$ cat src/rtl/legv8_cache_ctrl_if.sv
// legv8_cache_ctrl_if: CPU, cache-array and main-memory signals of the cache controller.
// Revision: 1.0
`default_nettype none

interface legv8_cache_ctrl_if #(
   parameter int CNT_W = 16
);
   logic             cpu_req;
   logic [63:0]      cpu_addr;
   logic             cpu_busy;
   logic             cpu_done;
   logic             cpu_hit;
   logic [4:0]       Index;
   logic [56:0]      Tag;
   logic             hit_status;
   logic             Write0;
   logic             Write1;
   logic             Write2;
   logic             Write3;
   logic             mem_req;
   logic [63:0]      mem_addr;
   logic             mem_ack;
   logic [CNT_W-1:0] hit_cnt;
   logic [CNT_W-1:0] miss_cnt;

   modport master (
      input  cpu_req, cpu_addr, hit_status, mem_ack,
      output cpu_busy, cpu_done, cpu_hit, Index, Tag,
             Write0, Write1, Write2, Write3,
             mem_req, mem_addr, hit_cnt, miss_cnt
   );

   modport slave (
      output cpu_req, cpu_addr, hit_status, mem_ack,
      input  cpu_busy, cpu_done, cpu_hit, Index, Tag,
             Write0, Write1, Write2, Write3,
             mem_req, mem_addr, hit_cnt, miss_cnt
   );
endinterface

`default_nettype wire

$ cat src/rtl/legv8_cache_ctrl.sv
// legv8_cache_ctrl: lookup/miss-fill controller for a 4-way cache with per-index round-robin replacement.
// Revision: 1.0
`default_nettype none

module legv8_cache_ctrl #(
   parameter int CNT_W   = 16,
   parameter int NUM_IDX = 32
) (
   input  wire logic          clk,
   input  wire logic          rst,
   legv8_cache_ctrl_if.master bus
);
   typedef enum logic [2:0] {
      S_IDLE     = 3'd0,
      S_LOOKUP   = 3'd1,
      S_MISS_REQ = 3'd2,
      S_FILL     = 3'd3,
      S_DONE     = 3'd4
   } state_t;

   state_t           r_state;
   state_t           w_next;
   // Only the block address is kept; the byte offset is never used.
   logic [61:0]      r_blk;
   logic             r_hit;
   logic [CNT_W-1:0] r_hit_cnt;
   logic [CNT_W-1:0] r_miss_cnt;
   logic [1:0]       r_rr [NUM_IDX];

   logic [4:0]       w_idx;
   logic [1:0]       w_way;
   logic [3:0]       w_wr;
   logic             w_busy;
   logic             w_done;
   logic             w_mreq;

   assign w_idx = r_blk[4:0];
   assign w_way = r_rr[w_idx];

   always_ff @(posedge clk or posedge rst) begin
      if (rst) r_state <= S_IDLE;
      else     r_state <= w_next;
   end

   always_comb begin
      w_next = r_state;
      w_busy = 1'b1;
      w_done = 1'b0;
      w_mreq = 1'b0;
      w_wr   = 4'b0000;
      case (r_state)
         S_IDLE: begin
            w_busy = 1'b0;
            if (bus.cpu_req) w_next = S_LOOKUP;
         end
         S_LOOKUP:   w_next = bus.hit_status ? S_DONE : S_MISS_REQ;
         S_MISS_REQ: begin
            w_mreq = 1'b1;
            if (bus.mem_ack) w_next = S_FILL;
         end
         S_FILL: begin
            w_wr[w_way] = 1'b1;
            w_next      = S_DONE;
         end
         S_DONE: begin
            w_done = 1'b1;
            w_next = S_IDLE;
         end
         default: w_next = S_IDLE;
      endcase
   end

   always_ff @(posedge clk or posedge rst) begin
      if (rst) begin
         r_blk      <= '0;
         r_hit      <= 1'b0;
         r_hit_cnt  <= '0;
         r_miss_cnt <= '0;
         for (int i = 0; i < NUM_IDX; i++) r_rr[i] <= 2'd0;
      end else begin
         if (r_state == S_IDLE && bus.cpu_req) r_blk <= bus.cpu_addr[63:2];
         if (r_state == S_LOOKUP) begin
            if (bus.hit_status) begin
               r_hit <= 1'b1;
               if (r_hit_cnt != '1) r_hit_cnt <= r_hit_cnt + 1'b1;
            end else begin
               if (r_miss_cnt != '1) r_miss_cnt <= r_miss_cnt + 1'b1;
            end
         end
         if (r_state == S_FILL) begin
            r_hit        <= 1'b0;
            r_rr[w_idx]  <= w_way + 2'd1;
         end
      end
   end

   assign bus.cpu_busy = w_busy;
   assign bus.cpu_done = w_done;
   assign bus.cpu_hit  = r_hit;
   assign bus.Index    = w_idx;
   assign bus.Tag      = r_blk[61:5];
   assign bus.Write0   = w_wr[0];
   assign bus.Write1   = w_wr[1];
   assign bus.Write2   = w_wr[2];
   assign bus.Write3   = w_wr[3];
   assign bus.mem_req  = w_mreq;
   assign bus.mem_addr = {r_blk, 2'b00};
   assign bus.hit_cnt  = r_hit_cnt;
   assign bus.miss_cnt = r_miss_cnt;
endmodule

`default_nettype wire

$ cat src/flat_wrapper.sv
// flat-port wrapper written by rule: the top's interface ports become plain ports
module legv8_cache_ctrl_flat 
#(
   parameter int CNT_W   = 16,
   parameter int NUM_IDX = 32
)
  (clk, rst, bus_cpu_req, bus_cpu_addr, bus_hit_status, bus_mem_ack, bus_cpu_busy, bus_cpu_done, bus_cpu_hit, bus_Index, bus_Tag, bus_Write0, bus_Write1, bus_Write2, bus_Write3, bus_mem_req, bus_mem_addr, bus_hit_cnt, bus_miss_cnt);
  legv8_cache_ctrl_if #(.CNT_W(CNT_W)) bus_i ();
  input  wire logic clk;
  input  wire logic rst;
  input wire logic [$bits(bus_i.cpu_req)-1:0] bus_cpu_req;
  input wire logic [$bits(bus_i.cpu_addr)-1:0] bus_cpu_addr;
  input wire logic [$bits(bus_i.hit_status)-1:0] bus_hit_status;
  input wire logic [$bits(bus_i.mem_ack)-1:0] bus_mem_ack;
  output wire logic [$bits(bus_i.cpu_busy)-1:0] bus_cpu_busy;
  output wire logic [$bits(bus_i.cpu_done)-1:0] bus_cpu_done;
  output wire logic [$bits(bus_i.cpu_hit)-1:0] bus_cpu_hit;
  output wire logic [$bits(bus_i.Index)-1:0] bus_Index;
  output wire logic [$bits(bus_i.Tag)-1:0] bus_Tag;
  output wire logic [$bits(bus_i.Write0)-1:0] bus_Write0;
  output wire logic [$bits(bus_i.Write1)-1:0] bus_Write1;
  output wire logic [$bits(bus_i.Write2)-1:0] bus_Write2;
  output wire logic [$bits(bus_i.Write3)-1:0] bus_Write3;
  output wire logic [$bits(bus_i.mem_req)-1:0] bus_mem_req;
  output wire logic [$bits(bus_i.mem_addr)-1:0] bus_mem_addr;
  output wire logic [$bits(bus_i.hit_cnt)-1:0] bus_hit_cnt;
  output wire logic [$bits(bus_i.miss_cnt)-1:0] bus_miss_cnt;
  assign bus_i.cpu_req = bus_cpu_req;
  assign bus_i.cpu_addr = bus_cpu_addr;
  assign bus_i.hit_status = bus_hit_status;
  assign bus_i.mem_ack = bus_mem_ack;
  assign bus_cpu_busy = bus_i.cpu_busy;
  assign bus_cpu_done = bus_i.cpu_done;
  assign bus_cpu_hit = bus_i.cpu_hit;
  assign bus_Index = bus_i.Index;
  assign bus_Tag = bus_i.Tag;
  assign bus_Write0 = bus_i.Write0;
  assign bus_Write1 = bus_i.Write1;
  assign bus_Write2 = bus_i.Write2;
  assign bus_Write3 = bus_i.Write3;
  assign bus_mem_req = bus_i.mem_req;
  assign bus_mem_addr = bus_i.mem_addr;
  assign bus_hit_cnt = bus_i.hit_cnt;
  assign bus_miss_cnt = bus_i.miss_cnt;
  legv8_cache_ctrl #(.CNT_W(CNT_W), .NUM_IDX(NUM_IDX)) u_core (.clk(clk), .rst(rst), .bus(bus_i));
endmodule
$ cat config.mk
export PLATFORM = sky130hd
export DESIGN_NAME = legv8_cache_ctrl_flat
export DESIGN_NICKNAME = d
export VERILOG_FILES = /design/src/rtl/legv8_cache_ctrl_if.sv /design/src/rtl/legv8_cache_ctrl.sv /design/src/flat_wrapper.sv
export SDC_FILE = /design/constraint.sdc
export NUM_CORES = 1
export LEC_CHECK = 0
export CAP_MARGIN = 20
export CORE_UTILIZATION = 48
export DETAILED_ROUTE_END_ITERATION = 8
export PLACE_DENSITY = 0.91
export SETUP_SLACK_MARGIN = 0.5
export SLEW_MARGIN = 20
export SYNTH_ARGS = -nofsm -noshare
export SYNTH_HDL_FRONTEND = slang
export SYNTH_SLANG_ARGS = --single-unit
$ cat constraint.sdc
create_clock -name clk -period 7.77 [get_ports clk]
set_clock_uncertainty 0.15 [all_clocks]
set_input_delay 1.554 -clock clk [delete_from_list [all_inputs] [get_ports clk]]
set_output_delay 1.554 -clock clk [all_outputs]
set_load 0.05 [all_outputs]
==> flow_summary.yaml, run 1 <==
run_status:
  outcome: "finished clean"
floorplan:
  core_area_um2: 16100
  fp.dieW_um: 131
  ios: 235
  fp-row-count: 46
  die_h_um: 131
  start_util_pct: 49.9
  fp.dieArea_um2: 17200
sta:
  max_freq_ghz: 0.176
  drv_slew: 0
  period_needed_ns: 5.68
  rsz0062_at_grt: "no"
  worstMarginPinSlew_ns: 0.967
  slew_headroom_pct: 35.5
  finalSetupViolations: 0
  finalHoldViolCount: 0
  tns_ns: 0
  finalCritPeriodShare_pct: 73.0
logic_synthesis:
  syn-mean-instance-area_um2: 13.0
  syn_area_um2: 8010
  synth_area_leaders: "dfrtp_1, mux2_2, buf_4"
  netlist_instances: 617
  yosys.area.top_type: "dfrtp_1"
  yosysUniqueCellTypes: 67
  yosysWarnings: 0
  synth-seq-area-share_pct: 50.6
  synthFlopType: "dfrtp_1"
  synth_edf_count: 0
  async_reset_ff_share_pct: 100
  ys_seq_elements: 162
  synth_top_cell_area_share_pct: 50.6
finish:
  layout_commonest_cell: "clkdlybuf4s50_1"
  multi_input_area_um2: 3290
  drive_gt1_share_pct: 23.1
  area_growth_pct: 32.5
  final-seq-area_um2: 4060
  layout_common_cells: "clkdlybuf4s50_1, dfrtp_1, mux2_2"
  nFillCells: 1136
  num_antenna_cells: 0
  nNetsFinal: 859
worst_hold_path:
  hold_path.class: "flop to flop"
  min_path_cells: 1
clock_tree:
  clk_latency_ns: 0.43
  postCtsSetupRepairBufs: 0
  path_clk_slew_ns: 0.07
  clock_tree.buffer_depth: 2
  cts_resized: 0
  cts_tree: "yes"
  cts-root-buf: "clkbuf_16"
  cts.sinks: 162
  numCtsBuffers: 17
  hold_buffers: 0
  cts_max_level: 4
critical_path:
  start_kind: "flop"
  crit_path_end_kind: "output pin"
  crit_fanout: 27
  critPathArrivalTime_ns: 3.97
  crit_required_ns: 6.07
  reg2reg_depth: 7
  r2r_setup_slack_ns: 4.06
  critical_path_class: "flop to output pin"
global_routing:
  grt_max_degree: 109
  grt_pass1_wl_um: 30800
  antenna_found_initial: 0
  grt_pass1_vias: 5537
  grt_usage_pct: 23.0
  grt-ovfl-total: 0
route:
  vias: 5365
  wirelength_um: 19300
  wl_per_cell_um: 19.0
  drc: 0
  viasPerCell: 5.30
  drt_iter0_drc: 275
  dr.pass1.iters: 4
  ant_nets: 0
power_and_ir_drop:
  powerDensity_nw_per_um2: 497
  p_leak_nw: 4.61
  power_mw: 5.27
  ir_drop_mv: 0.559
place:
  gp_congestion: 0.839
  place_hpwl_um: 13300
  portBuffers: 230
flow_run:
  maxCapViolations: 0
## sequential cells by signal, indices dropped and copies added (netlist names)
| register | cells |
|---|---|
| u_core.bus.cpu_hit | 1 |
| u_core.bus.hit_cnt | 16 |
| u_core.bus.miss_cnt | 16 |
| u_core.r_blk | 62 |
| u_core.r_rr | 64 |
| u_core.r_state | 3 |
## where the power goes
| group | leakage [nW] | total [mW] | switching [mW] | internal, mW |
|---|---|---|---|---|
| combinational | 2.21 | 2.92 | 1.88 | 1.04 |
| sequential | 2.09 | 1.45 | 0.318 | 1.13 |
| clock | 0.305 | 0.906 | 0.348 | 0.558 |
## final timing paths
path,end,start
setup / recovery,bus_Write0,u_core.r_blk[3]
hold / removal,u_core.r_rr[7],u_core.r_rr[7]
setup reg to reg,u_core.r_rr[23],u_core.r_blk[3]
hold reg to reg,u_core.r_rr[7],u_core.r_rr[7]
max in group asynchronous,u_core.r_blk[28],rst
min in group asynchronous,u_core.bus.miss_cnt[1],rst
## per-stage QoR
stage | hold slack (ns) | instance area [µm²] | util [%] | worst slack (ns) | std cells
finish | 0.338 | 10600 | 66.1 | 2.09 | 1013
global route | 0.364 | 10600 | 66.1 | 1.89 | 1013
CTS | 0.340 | 10600 | 66.1 | 1.80 | 1013
detailed placement | 0.322 | 9970 | 62.1 | 2.28 | 981
global placement | 0.318 | 9970 | 62.1 | 2.39 | 981
floorplan | 0.300 | 8010 | - | 1.69 | 618
## layer usage
metal / up-vias / global-route usage, % / share of wire (%)
met1: 2747 / 30.1 / 43
met3: 10 / 4.86 / 4.0
met4: 0 / 6.14 / 0.99
met2: 145 / 38.9 / 52
met5: - / 0 / 0
li1: 2463 / - / -
## area by class of cell
type | count | share of cell area (%)
inverter | 5 | 0.224
tap | 216 | 2.55
clock inverter | 11 | 1.65
clock buffer | 21 | 4.34
multi-input combinational | 364 | 31.0
timing repair buffer | 234 | 22.0
sequential | 162 | 38.2
## cells by family (layout without fill, tap and decap cells)
family / after synthesis / in the layout / synth area share, %
flops: 162 / 162 / 50.6
buf+inv: 92 / 271 / 8.34
other cells: 1 / 2 / 0.0468
fa+ha+maj: 6 / 6 / 0.938
simple gates: 151 / 151 / 11.9
xor+xnor: 27 / 27 / 2.95
compound gates: 28 / 28 / 2.78
mux: 150 / 150 / 22.4
## critical path: stages (launching register included)
cell and delay (ns):
dfrtp_1 0.95, mux2_2 0.42, nand3b_1 0.08, o311ai_0 0.15, o21ai_2 0.45, o2111a_1 0.29, ha_1 0.17, and3_1 0.19
clkdlybuf4s50_1 0.85
## Yosys cell counts (4+ instances only)
| cell | n |
|---|---|
| dfrtp_1 | 162 |
| mux2_2 | 107 |
| buf_4 | 72 |
| nand2_1 | 30 |
| nor2_1 | 21 |
| mux2_1 | 18 |
| nand3_1 | 18 |
| xnor2_1 | 16 |
| nand4_1 | 13 |
| mux2i_1 | 12 |
| xor2_1 | 11 |
| and3_1 | 8 |
| mux4_2 | 8 |
| nand2b_1 | 8 |
| nor3_1 | 8 |
| buf_2 | 6 |
| ha_1 | 6 |
| clkbuf_1 | 4 |
| inv_1 | 4 |
| mux2_4 | 4 |
| nor2_4 | 4 |
| nor2b_1 | 4 |
| nor3b_1 | 4 |
| o21ai_0 | 4 |
Note: power is estimated with default switching activity, not from simulation.
==> run 2, diff against run 1 <==
==> constraint.sdc (replaced) <==
create_clock -name clk -period 5.3 [get_ports clk]
set_clock_uncertainty 0.15 [all_clocks]
set_input_delay 1.06 -clock clk [delete_from_list [all_inputs] [get_ports clk]]
set_output_delay 1.06 -clock clk [all_outputs]
set_load 0.05 [all_outputs]
==> flow_summary.yaml, run 2 (synthesis results as in run 1) <==
clock_tree:
  cts-root-buf: "clkbuf_16"
  cts.sinks: 162
  numCtsBuffers: 17
  clock_tree.buffer_depth: 2
  cts_max_level: 4
  clk_latency_ns: 0.43
  path_clk_slew_ns: 0.06
  cts_tree: "yes"
  postCtsSetupRepairBufs: 0
critical_path:
  critical_path_class: "flop to output pin"
  crit_path_end_kind: "output pin"
  r2r-end: "u_core.r_rr[53]"
  slowest_stage: "dfrtp_1"
  r2r_setup_slack_ns: 1.78
  start_kind: "flop"
  cpPeakStageDelay_ns: 0.52
  crit_required_ns: 4.09
  reg2reg_depth: 8
  critPathArrivalTime_ns: 3.21
  worstPathCellList: "buf_4 -> nor2b_1 -> nand2_1 -> o311ai_0 -> o21ai_2 -> o2111ai_1 -> ha_1 -> and3_1 -> clkbuf_2"
  worstReg2RegStart: "u_core.r_blk[4]"
  crit_fanout: 17
place:
  portBuffers: 230
  place_area_um2: 10000
  place_hpwl_um: 13800
  gp_congestion: 0.843
route:
  wl_per_cell_um: 19.6
  wirelength_um: 20000
  vias: 5604
  drt_iter0_drc: 325
  viasPerCell: 5.50
  drc: 0
  ant_nets: 0
  dr.pass1.iters: 5
global_routing:
  grt_max_degree: 82
  grt_usage_pct: 23.6
  antenna_found_initial: 0
  grt_pass1_vias: 5594
  grt-ovfl-total: 0
  grt_pass1_wl_um: 31500
power_and_ir_drop:
  clkPwrFrac_pct: 15.2
  intPower_mw: 3.86
  power_switching_mw: 3.76
  powerDensity_nw_per_um2: 719
  p_sw_share_pct: 49.4
  power.share.sequential_pct: 27.8
  power_mw: 7.62
  p_leak_nw: 4.61
  ir_drop_mv: 0.749
  combPwrFrac_pct: 57.0
flow_run:
  maxCapViolations: 0
floorplan:
  ios: 235
  die_h_um: 131
  start_util_pct: 49.9
  fp.dieW_um: 131
  core_area_um2: 16100
  fp.dieArea_um2: 17200
  fp-row-count: 46
sta:
  period_needed_ns: 4.42
  max_freq_ghz: 0.226
  rsz0062_at_grt: "no"
  finalCritPeriodShare_pct: 83.4
  finalHoldViolCount: 0
  tns_ns: 0
  slew_headroom_pct: 35.2
  finalSetupViolations: 0
  drv_slew: 0
  worstMarginPinSlew_ns: 0.971
finish:
  largest-register: "u_core.r_rr"
  largest_register_ffs: 64
  drive_gt1_share_pct: 24.3
  layout_common_cells: "clkdlybuf4s50_1, dfrtp_1, mux2_2"
  postLayoutCellArea_um2: 10600
  top_regs: "u_core.r_rr x64, u_core.r_blk x62"
  area_growth_pct: 32.3
  num_antenna_cells: 0
  layout_commonest_cell: "clkdlybuf4s50_1"
  nFillCells: 1098
  nNetsFinal: 866
run_status:
  outcome: "finished clean"
worst_hold_path:
  holdCritStartpoint: "u_core.r_rr[6]"
  worstHoldEndpoint: "u_core.r_rr[6]"
  hold_path.class: "flop to flop"
  min_path_cells: 1
run 2: worst max-delay path: cells and delay by family, from the launching register on:
family | cells | cell delay [ns]
buffers and inverters | 2 | 0.60
and+or+nand+nor | 3 | 0.70
DFF | 1 | 0.52
adders and majority gates | 1 | 0.22
AOI/OAI and AO/OA | 3 | 0.73
run 2: stage by stage:
step | util (%) | setup slack [ns] | hold slack [ns] | cells
after floorplan | - | 1.49 | 0.300 | 618
after global placement | 62.4 | 0.658 | 0.311 | 987
after detailed placement | 62.4 | 0.597 | 0.324 | 987
after CTS | 65.9 | 0.636 | 0.340 | 1018
after global routing | 65.9 | 0.704 | 0.349 | 1019
final | 65.9 | 0.881 | 0.335 | 1019
run 2: cell type report:
cell class | instances | area, µm² | area share (%)
Tap cell | 216 | 270 | 2.55
Clock inverter | 12 | 110 | 1.04
Sequential cell | 162 | 4060 | 38.3
Inverter | 5 | 22.5 | 0.213
Multi-Input combinational cell | 364 | 3290 | 31.1
Clock buffer | 19 | 443 | 4.18
Timing Repair Buffer | 241 | 2390 | 22.6
run 2: what timing repair did:
| item | CTS | global route |
|---|---|---|
| endpoints found under the hold margin | 0 | 0 |
| hold buffers | 0 | 0 |
| resized for setup | 3 | 4 |
| endpoints found under the setup margin | 2 | 2 |
run 2: worst max-delay path by stage:
stage | from | slack (ns) | to
6_report | u_core.r_blk[3] | 0.88 | bus_Write1
5_1_grt | u_core.r_blk[3] | 0.70 | bus_Write1
4_1_cts | u_core.r_blk[3] | 0.64 | bus_Write1
3_5_place_dp | u_core.r_blk[0] | 0.60 | bus_Write1
3_3_place_gp | u_core.r_blk[0] | 0.66 | bus_Write1
2_1_floorplan | u_core.r_blk[0] | 1.49 | bus_Write0
run 2: power groups by stage:
stage	combinational (mW)	sequential, mW	clock, mW
global placement	4.26	2.10	0
finish	4.34	2.12	1.16
detailed placement	4.34	2.12	0
global route	4.49	2.17	1.22
CTS	4.36	2.11	1.17
floorplan	2.43	2.92	0
run 2: routing by layer:
| metal | vias up | routed length, µm | part of all wire (%) | GRT usage (%) |
|---|---|---|---|---|
| li1 | 2466 | - | - | - |
| met1 | 2846 | 8140 | 41 | 30.2 |
| met2 | 252 | 10200 | 51 | 39.0 |
| met3 | 40 | 1130 | 5.7 | 5.71 |
| met4 | 0 | 519 | 2.6 | 8.50 |
| met5 | - | 0 | 0 | 0 |
==> run 3, diff against run 2 <==
--- a/config.mk
+++ b/config.mk
@@ -6,9 +6,9 @@
 export NUM_CORES = 1
 export LEC_CHECK = 0
 export CAP_MARGIN = 20
-export CORE_UTILIZATION = 48
+export CORE_UTILIZATION = 43
 export DETAILED_ROUTE_END_ITERATION = 8
-export PLACE_DENSITY = 0.91
+export PLACE_DENSITY = 0.87
 export SETUP_SLACK_MARGIN = 0.5
 export SLEW_MARGIN = 20
 export SYNTH_ARGS = -nofsm -noshare
==> constraint.sdc (replaced) <==
create_clock -name clk -period 3.9 [get_ports clk]
set_clock_uncertainty 0.15 [all_clocks]
set_input_delay 0.78 -clock clk [delete_from_list [all_inputs] [get_ports clk]]
set_output_delay 0.78 -clock clk [all_outputs]
set_load 0.05 [all_outputs]
==> flow_summary.yaml, run 3 (synthesis results as in run 1) <==
place:
  portBuffers: 230
  dp_cells: 1004
  place_hpwl_um: 14000
  gp_congestion: 0.833
  place_area_um2: 10100
critical_path:
  cpMostUsedCell: "buf_4"
  reg2reg_depth: 8
  path_depth: 10
  critical-path-top-delay-family: "simple AND/OR/NAND/NOR gates"
  cpPeakStageDelay_ns: 0.54
  path_buf_inv: 4
  crit_path_end_kind: "output pin"
  worstPathCellList: "buf_4 -> buf_4 -> mux4_2 -> nand2b_1 -> nand2_1 -> nor4_4 -> inv_2 -> ha_4 -> and3_4 -> buf_12"
  crit_required_ns: 2.97
  slowest_stage: "dfrtp_4"
  critical_path_class: "flop to output pin"
  crit_fanout: 6
  critPathArrivalTime_ns: 2.83
  start_kind: "flop"
route:
  wirelength_um: 19600
  wl_per_cell_um: 18.7
  viasPerCell: 5.23
  vias: 5479
  drt_iter0_drc: 311
  ant_nets: 0
  drc: 32
  dr.pass1.iters: 7
finish:
  layout_commonest_cell: "clkdlybuf4s50_1"
  top_regs: "u_core.r_rr x64, u_core.r_blk x62"
  postLayoutCellArea_um2: 10900
  largest_register_ffs: 64
  nNetsFinal: 881
  final_cells: 1048
  area_growth_pct: 36.1
  num_antenna_cells: 0
  layout_common_cells: "clkdlybuf4s50_1, dfrtp_1, mux2_2"
  drive_gt1_share_pct: 27.6
  largest-register: "u_core.r_rr"
global_routing:
  antenna_found_initial: 0
  grt-ovfl-total: 0
  grt_pass1_wl_um: 31500
  grt_max_degree: 63
  grt_usage_pct: 20.8
  grt_pass1_vias: 5694
clock_tree:
  cts-root-buf: "clkbuf_16"
  clock_tree.buffer_depth: 2
  cts.sinks: 162
  clk_latency_ns: 0.42
  path_clk_slew_ns: 0.06
  numCtsBuffers: 17
  cts_tree: "yes"
  cts_max_level: 4
power_and_ir_drop:
  power_mw: 10.7
  p_leak_nw: 4.72
  ir_drop_mv: 0.776
  powerDensity_nw_per_um2: 979
worst_hold_path:
  hold_path.class: "flop to flop"
  min_path_cells: 1
sta:
  drv_slew: 0
  tns_ns: 0
  rsz0062_at_grt: "yes"
  max_freq_ghz: 0.266
  period_needed_ns: 3.76
  finalHoldViolCount: 0
  finalSetupViolations: 0
  finalCritPeriodShare_pct: 96.5
  slew_headroom_pct: 33.4
  timing.hold.ws_ns: 0.335
  worstMarginPinSlew_ns: 0.999
run_status:
  violations: "design-rule violations"
  outcome: "finished, violations left"
floorplan:
  fp-row-count: 49
  die_h_um: 138
  ios: 235
  start_util_pct: 44.3
  fp.dieW_um: 138
  core_area_um2: 18100
  fp.dieArea_um2: 19200
flow_run:
  maxCapViolations: 0
[run 3: cell count changes in the layout (fill, tap and decap cells not counted), moves of 3 or more]
cell / change
buf_6: +8
buf_4: +6
and3_1: -3
buf_12: +3
dfrtp_1: -3
inv_6: +3
[run 3: worst paths after layout]
kind | from | endpoint | slack (ns)
worst max-delay path | u_core.r_blk[0] | bus_Write2 | 0.14
worst min-delay path | u_core.r_rr[47] | u_core.r_rr[47] | 0.34
worst max register to register | u_core.r_blk[0] | u_core.r_rr[23] | 0.64
worst min register to register | u_core.r_rr[47] | u_core.r_rr[47] | 0.34
max in group asynchronous | rst | u_core.r_rr[23] | 2.02
min in group asynchronous | rst | u_core.r_blk[61] | 0.65
[run 3: power by group]
part	switching (mW)	leakage (nW)	internal [mW]	total [mW]
registers	0.599	2.09	2.27	2.86
clock network	0.702	0.291	0.989	1.69
logic	3.89	2.34	2.22	6.11
total	5.19	4.72	5.48	10.7
[run 3: layout make-up]
cell class	instances	area, µm²
sequential	162	4060
tap	229	287
timing repair buffer	256	2580
clock inverter	13	150
clock buffer	19	453
fill	1372	7190
multi-input combinational	364	3350
inverter	5	22.5
[run 3: worst register-to-register path, delay by kind of cell, from the launching register on]
kind / cells / cell delay, ns
DFF: 1 / 0.54
buffers and inverters: 2 / 0.31
and+or+nand+nor: 3 / 0.54
muxes: 2 / 0.93
adders and majority gates: 1 / 0.67
[run 3: through the flow]
step | setup slack, ns | utilization (%)
6_report | 0.136 | 60.3
5_1_grt | 0.0646 | 60.3
4_1_cts | 0.146 | 59.9
3_5_place_dp | 0.427 | 56.0
3_3_place_gp | 0.466 | 56.0
2_1_floorplan | 0.503 | -
[run 3: what timing repair did]
action / in CTS / in global routing
buffers inserted: 7 / 5
gates resized for setup: 15 / 8
hold buffers: 0 / 0
endpoints found under the setup margin: 36 / 36
pin swaps: 3 / 3
[run 3: per-layer routing]
layer	up-vias	global-route usage (%)	part of all wire, %	wire, µm
li1	2505	-	-	-
met1	2780	26.1	42	8140
met2	173	36.2	52	10200
met3	21	4.43	4.9	968
met4	0	5.68	1.4	277
met5	-	0	0	0
